### src/rtl/decode_stage_pipe.sv
// decode_stage_pipe
// Registered LEGv8 instruction-decode stage between fetch and register-file/
// execute. Decodes B/BL, CBZ/CBNZ, LDUR/STUR, ADD/SUB/AND/ORR,
// ADDI/SUBI/ANDI/ORRI and MOVK into register addresses, an extended immediate
// and control bits, and flags anything else as illegal. Each decoded bundle
// sits in an output register backed by one skid entry. Both are controlled by
// valid/ready handshakes and a synchronous flush.
// Optional feature macro: DECODE_PERF_CNT_EN (saturating decoded/illegal counters).
module decode_stage_pipe #(
  parameter int DATA_WIDTH = 64,
  parameter int PC_WIDTH   = 64,
  parameter int CNT_W      = 32
) (
  input  logic                  clk,
  input  logic                  rst_n,
  input  logic                  flush,
  input  logic                  in_valid,
  output logic                  in_ready,
  input  logic [31:0]           in_instr,
  input  logic [PC_WIDTH-1:0]   in_pc,
  output logic                  out_valid,
  input  logic                  out_ready,
  output logic [PC_WIDTH-1:0]   out_pc,
  output logic [4:0]            out_rs1,
  output logic [4:0]            out_rs2,
  output logic [4:0]            out_rd,
  output logic [DATA_WIDTH-1:0] out_imm,
  output logic [1:0]            out_shift,
  output logic [12:0]           out_ctrl,
  output logic                  out_illegal,
  output logic [CNT_W-1:0]      out_decoded_cnt,
  output logic [CNT_W-1:0]      out_illegal_cnt
);

  // Bit positions inside out_ctrl.
  localparam int REG2LOC  = 0;
  localparam int UNCOND   = 1;
  localparam int BRANCH   = 2;
  localparam int MEMREAD  = 3;
  localparam int MEMTOREG = 4;
  localparam int MEMWRITE = 5;
  localparam int ALUSRC   = 6;
  localparam int REGWRITE = 7;
  localparam int ALUOP_LO = 8;
  localparam int BRANCHNE = 10;
  localparam int MOVK     = 11;
  localparam int LINK     = 12;

  typedef struct packed {
    logic [PC_WIDTH-1:0]   pc;
    logic [4:0]            rs1;
    logic [4:0]            rs2;
    logic [4:0]            rd;
    logic [DATA_WIDTH-1:0] imm;
    logic [1:0]            shift;
    logic [12:0]           ctrl;
    logic                  illegal;
  } bundle_t;

  bundle_t dec;
  bundle_t out_q;
  bundle_t skid_q;
  logic    out_valid_q;
  logic    skid_valid_q;
  logic    in_fire;
  logic    out_fire;
  logic    out_free;
  logic    is_rtype;
  logic    is_itype;

  assign is_rtype = in_instr[31:21] inside {11'h458, 11'h658, 11'h450, 11'h550};
  assign is_itype = in_instr[31:22] inside {10'h244, 10'h344, 10'h248, 10'h2C8};

  // Decode the incoming word into a bundle; classes are mutually exclusive.
  always_comb begin
    // NOTE: every field is defaulted before the class match, so no path leaves
    // a field unassigned (no latch) and no stale value leaks between classes.
    dec    = '0;
    dec.pc = in_pc;
    if (in_instr[30:26] == 5'b00101) begin
      dec.ctrl[UNCOND] = 1'b1;
      dec.imm          = {{(DATA_WIDTH-26){in_instr[25]}}, in_instr[25:0]};
      if (in_instr[31]) begin
        dec.ctrl[LINK]     = 1'b1;
        dec.ctrl[REGWRITE] = 1'b1;
        dec.rd             = 5'd30;
      end
    end else if (in_instr[31:25] == 7'b1011010) begin
      dec.ctrl[REG2LOC]           = 1'b1;
      dec.ctrl[BRANCH]            = 1'b1;
      dec.ctrl[ALUOP_LO +: 2]     = 2'b01;
      dec.ctrl[BRANCHNE]          = in_instr[24];
      dec.rs2                     = in_instr[4:0];
      dec.imm = {{(DATA_WIDTH-19){in_instr[23]}}, in_instr[23:5]};
    end else if (in_instr[31:23] == 9'b111110000 && !in_instr[21] &&
                 in_instr[11:10] == 2'b00) begin
      dec.ctrl[ALUSRC] = 1'b1;
      dec.rs1          = in_instr[9:5];
      dec.imm = {{(DATA_WIDTH-9){in_instr[20]}}, in_instr[20:12]};
      if (in_instr[22]) begin
        dec.ctrl[MEMREAD]  = 1'b1;
        dec.ctrl[MEMTOREG] = 1'b1;
        dec.ctrl[REGWRITE] = 1'b1;
        dec.rd             = in_instr[4:0];
      end else begin
        dec.ctrl[REG2LOC]  = 1'b1;
        dec.ctrl[MEMWRITE] = 1'b1;
        dec.rs2            = in_instr[4:0];
      end
    end else if (is_rtype) begin
      dec.ctrl[REGWRITE]      = 1'b1;
      dec.ctrl[ALUOP_LO +: 2] = 2'b10;
      dec.rs1                 = in_instr[9:5];
      dec.rs2                 = in_instr[20:16];
      dec.rd                  = in_instr[4:0];
    end else if (is_itype) begin
      dec.ctrl[ALUSRC]        = 1'b1;
      dec.ctrl[REGWRITE]      = 1'b1;
      dec.ctrl[ALUOP_LO +: 2] = 2'b10;
      dec.rs1                 = in_instr[9:5];
      dec.rd                  = in_instr[4:0];
      dec.imm                 = DATA_WIDTH'(in_instr[21:10]);
    end else if (in_instr[31:23] == 9'b111100101) begin
      dec.ctrl[MOVK]          = 1'b1;
      dec.ctrl[REGWRITE]      = 1'b1;
      dec.ctrl[ALUSRC]        = 1'b1;
      dec.ctrl[ALUOP_LO +: 2] = 2'b11;
      dec.rs1                 = in_instr[4:0];
      dec.rd                  = in_instr[4:0];
      dec.imm                 = DATA_WIDTH'(in_instr[20:5]);
      dec.shift               = in_instr[22:21];
    end else begin
      dec.illegal = 1'b1;
    end
  end

  assign in_ready = !skid_valid_q;
  assign in_fire  = in_valid && in_ready;
  assign out_fire = out_valid_q && out_ready;
  assign out_free = out_fire || !out_valid_q;

  // Output register with one skid entry; the skid always drains before new
  // input reaches the output, which keeps delivery strictly in order.
  always_ff @(posedge clk or negedge rst_n) begin
    // NOTE: the data registers are reset as well, because every output must
    // read zero out of reset, not only the valid flags.
    if (!rst_n) begin
      out_q        <= '0;
      skid_q       <= '0;
      out_valid_q  <= 1'b0;
      skid_valid_q <= 1'b0;
    end else if (flush) begin
      out_valid_q  <= 1'b0;
      skid_valid_q <= 1'b0;
    end else if (out_free) begin
      // NOTE: non-blocking updates mean out_q takes the pre-edge skid_q even
      // though skid_valid_q is cleared in the same edge.
      if (skid_valid_q) begin
        out_q        <= skid_q;
        out_valid_q  <= 1'b1;
        skid_valid_q <= 1'b0;
      end else if (in_fire) begin
        out_q       <= dec;
        out_valid_q <= 1'b1;
      end else begin
        out_valid_q <= 1'b0;
      end
    end else if (in_fire) begin
      skid_q       <= dec;
      skid_valid_q <= 1'b1;
    end
  end

  assign out_valid   = out_valid_q;
  assign out_pc      = out_q.pc;
  assign out_rs1     = out_q.rs1;
  assign out_rs2     = out_q.rs2;
  assign out_rd      = out_q.rd;
  assign out_imm     = out_q.imm;
  assign out_shift   = out_q.shift;
  assign out_ctrl    = out_q.ctrl;
  assign out_illegal = out_q.illegal;

`ifdef DECODE_PERF_CNT_EN
  logic [CNT_W-1:0] decoded_cnt_q;
  logic [CNT_W-1:0] illegal_cnt_q;

  // Saturating counts of bundles actually taken by the downstream stage.
  always_ff @(posedge clk or negedge rst_n) begin
    if (!rst_n) begin
      decoded_cnt_q <= '0;
      illegal_cnt_q <= '0;
    end else if (out_fire) begin
      if (decoded_cnt_q != '1) decoded_cnt_q <= decoded_cnt_q + 1'b1;
      if (out_q.illegal && illegal_cnt_q != '1) illegal_cnt_q <= illegal_cnt_q + 1'b1;
    end
  end

  assign out_decoded_cnt = decoded_cnt_q;
  assign out_illegal_cnt = illegal_cnt_q;
`else
  assign out_decoded_cnt = '0;
  assign out_illegal_cnt = '0;
`endif

endmodule

### config.mk
export PLATFORM = sky130hd
export DESIGN_NAME = decode_stage_pipe
export DESIGN_NICKNAME = d
export VERILOG_FILES = /design/src/rtl/decode_stage_pipe.sv
export SDC_FILE = /design/constraint.sdc
export NUM_CORES = 1
export LEC_CHECK = 0
export ABC_AREA = 1
export CORE_ASPECT_RATIO = 1.25
export CORE_UTILIZATION = 40
export CTS_BUF_LIST = sky130_fd_sc_hd__clkbuf_16
export DETAILED_ROUTE_END_ITERATION = 16
export PLACE_DENSITY = 0.77
export REMOVE_ABC_BUFFERS = 1
export SYNTH_ARGS = -nofsm -noshare
export SYNTH_HDL_FRONTEND = slang
export SYNTH_SLANG_ARGS = --single-unit
### constraint.sdc
create_clock -name clk -period 1.9 [get_ports clk]
set_clock_uncertainty 0.15 [all_clocks]
set_input_delay 0.19 -clock clk [delete_from_list [all_inputs] [get_ports clk]]
set_output_delay 0.19 -clock clk [all_outputs]
set_load 0.01 [all_outputs]
==> results.md <==
* Post-DRT Antenna Nets at 0
* Die extent in y at 197 um
* Slowest-stage cell, CP: clkdlybuf4s50_1
* Count leader, synth: nand2_1
* CP Launch Type: register
* Largest net degree at the start of global routing at 80
* Worst-Skew Late Latency at 510 ps
* Clock tree buffer depth at 3
* Yosys top cell area share at 0.497
* Synth area leaders: dfrtp_1, nand2_1, o21ai_0
* Vias in the first global route at 10400
* Vias at 10800
* RSZ-0062 raised after global routing: false
* Main flop type after synthesis: dfrtp_1
* Warnings, synthesis at 0
* # diodes at 0
* Min Tclk post-route at 1830 ps
* Worst EP arrival at 1490 ps
* PortBufs at 261
* Final hold violation count at 0
* Global-route wire length before repair at 52.2 mm
* Initial DRC Count at 801
* Grt total ovfl at 0
* Clock tree from TritonCTS: built
* Initial antenna violation count at 0
* Max-slew headroom at 0.635
* Non-Filler Cell Area, Final at 16100 sq um
* Synthesized area at 12200 sq um
* Synth top cells by count: nand2_1, dfrtp_1, o21ai_0
* Clk root buf: clkbuf_16
* Fin nets at 1876
* Cells after Synth at 1498
* Asr flop ratio synth at 1.00
* Area growth, synth to finish at 31.8%
* Status: finished clean
* Gr usage total at 0.210
* Initial Util at 0.406
* Core area at 30000 sq um
* CTS sink cnt at 242
* Max incr delay on CP at 560 ps
* Die area at 31200 sq um
* Drc violations at 0
* Post-synthesis sequential area ratio at 0.497
* Max Freq at 547 MHz
* Wire per inst at 14.9 um
* Worst vdd ir at 451 uV
* WS Path Type: reg -> out
* Setup Viol. Count Final at 0
* Max-cap check violation count at 0
* Slew at the pin with the worst max-slew slack at 547 ps
* CP endpoint kind: primary output
* CTS clk-pin slew, worst paths at 70 ps
* Worst hold path type: in -> async
* Row Count at 71
* FILL cells at 2780
* Num ports at 326
* Share of layout cells above drive strength 1 at 0.114
* Distinct cells, synth at 42
* Post-synth EDFFs at 0
* Max Fanout on Critical Path at 2
* Final period utilization at 0.963
* CTS Buf Count at 24
* Cell accounting for the most synthesized area: dfrtp_1
* Slew Viols, Final at 0
* Final hold slack at 76.7 ps
* Final wirelength at 32.7 mm
* Syn avg cell area at 8.13 sq um
* Via density at 4.90
* Die span in x at 158 um
* H-Tree Depth at 1
* P per Cell Area at 862 nW/um^2
* Placed cell area at 15400 sq um
* GP Congestion at 0.933
* Top cell family by delay on the critical path: buffers and inverters
* Pleak at 8.22 nW
* Router iterations before antenna repair at 7
* Worst path required time at 1560 ps
* Number of synthesized register bits at 242
* DP HPWL at 23.7 mm
* CP cell instances: clkdlybuf4s50_1
* Buf/Inv on CP at 1
-- path summary, 6_finish.rpt --
kind	from	to	slack, ps	cells past startpoint
min in group clk	in_pc[36]	skid_q[131]	110	3
max	out_imm[9]	out_imm[9]	70	1
min	rst_n	out_pc[51]	80	2
max in group asynchronous	rst_n	skid_valid_q	800	3
max reg2reg	out_valid	skid_q[1]	120	8
min reg2reg	out_imm[3]	out_imm[3]	320	2
-- layout by cell type, fill, tap and decap left out, types with 2 or more instances in the layout --
cell type        instances
nor2_2                   2
nand2_1                433
inv_2                    4
buf_4                   95
nand2_4                  6
nand3_4                  3
a22oi_1                  2
o21ai_1                 28
nand3_1                 48
nand3_2                  7
a21boi_1                 2
clkinv_1                 6
dlygate4sd2_1           39
nor3_4                   3
clkbuf_16               25
clkinvlp_4               2
nand4_1                  2
nor2_4                   8
a31oi_1                 24
nor2_1                 106
clkinv_2                 3
nand2_2                  7
clkdlybuf4s50_1        220
a2bb2oi_1                6
inv_1                  104
or2_2                    6
o21ai_2                  5
inv_4                    3
buf_12                  16
nor3_1                   3
o21ai_0                226
a21oi_2                  2
conb_1                  64
a21oi_1                 27
dfrtp_1                241
-- through the flow --
step	total power [mW]	setup WS [ps]	utilization	setup TNS, ps	std cells
finish	13.8	70.7	0.535	0	2193
global route	14.6	10.2	0.535	0	2193
CTS	14.0	18.7	0.535	0	2193
detailed placement	9.49	-373	0.512	-22620	2149
global placement	9.37	-363	0.512	-16760	2149
floorplan	7.78	-2910	-	-604730	1376
-- layout make-up --
class | count | area (sq um) | area share
clock inverters | 18 | 105 | 0.00655
flip-flops and latches | 242 | 6060 | 0.377
clock buffers | 25 | 626 | 0.0390
repair buffers | 373 | 3610 | 0.225
inverters | 106 | 410 | 0.0256
well taps | 401 | 502 | 0.0313
multi-input cells | 1028 | 4740 | 0.295
-- routing by layer --
metal,wire [um],part of all wire,track usage
met1,13600,0.42,0.267
met2,15600,0.48,0.360
met3,2320,0.071,0.0301
met4,1140,0.035,0.0798
met5,0,0,0
-- registers in the layout, summed over array words and instances (netlist names) --
signal	flops
out_ctrl	12
out_illegal	1
out_imm	26
out_pc	64
out_rd	5
out_rs1	5
out_rs2	5
out_shift	2
out_valid	1
skid_q	120
skid_valid_q	1
-- cell families after synthesis --
family / Yosys count / synth area share
DFF: 242 / 0.497
buffers and inverters: 291 / 0.133
other: 1 / 0.000308
AOI/OAI and AO/OA: 328 / 0.144
and+or+nand+nor: 636 / 0.225
-- timing repair --
action | in CTS | in global routing
hold buffers | 1 | 0
gates resized for setup | 41 | 1
buffers inserted | 0 | 0
endpoints found under the setup margin | 40 | 1
pin swaps | 0 | 0
hold endpoints to repair | 242 | 0
-- worst register-to-register path, cell delays in order (launching register included) --
cell and delay, ps:
dfrtp_1 350, inv_1 60, nor2_2 150, nand2_1 130
nor3_4 240, inv_4 110, buf_12 190, nor2_1 190
a22oi_1 90
-- power breakdown --
group	leakage, nW	switching (mW)	internal (mW)
Combinational	4.77	1.41	1.42
Sequential	3.08	0.476	6.05
Clock	0.376	1.97	2.50
Total	8.22	3.85	9.98
(Power assumes the default switching activity.)
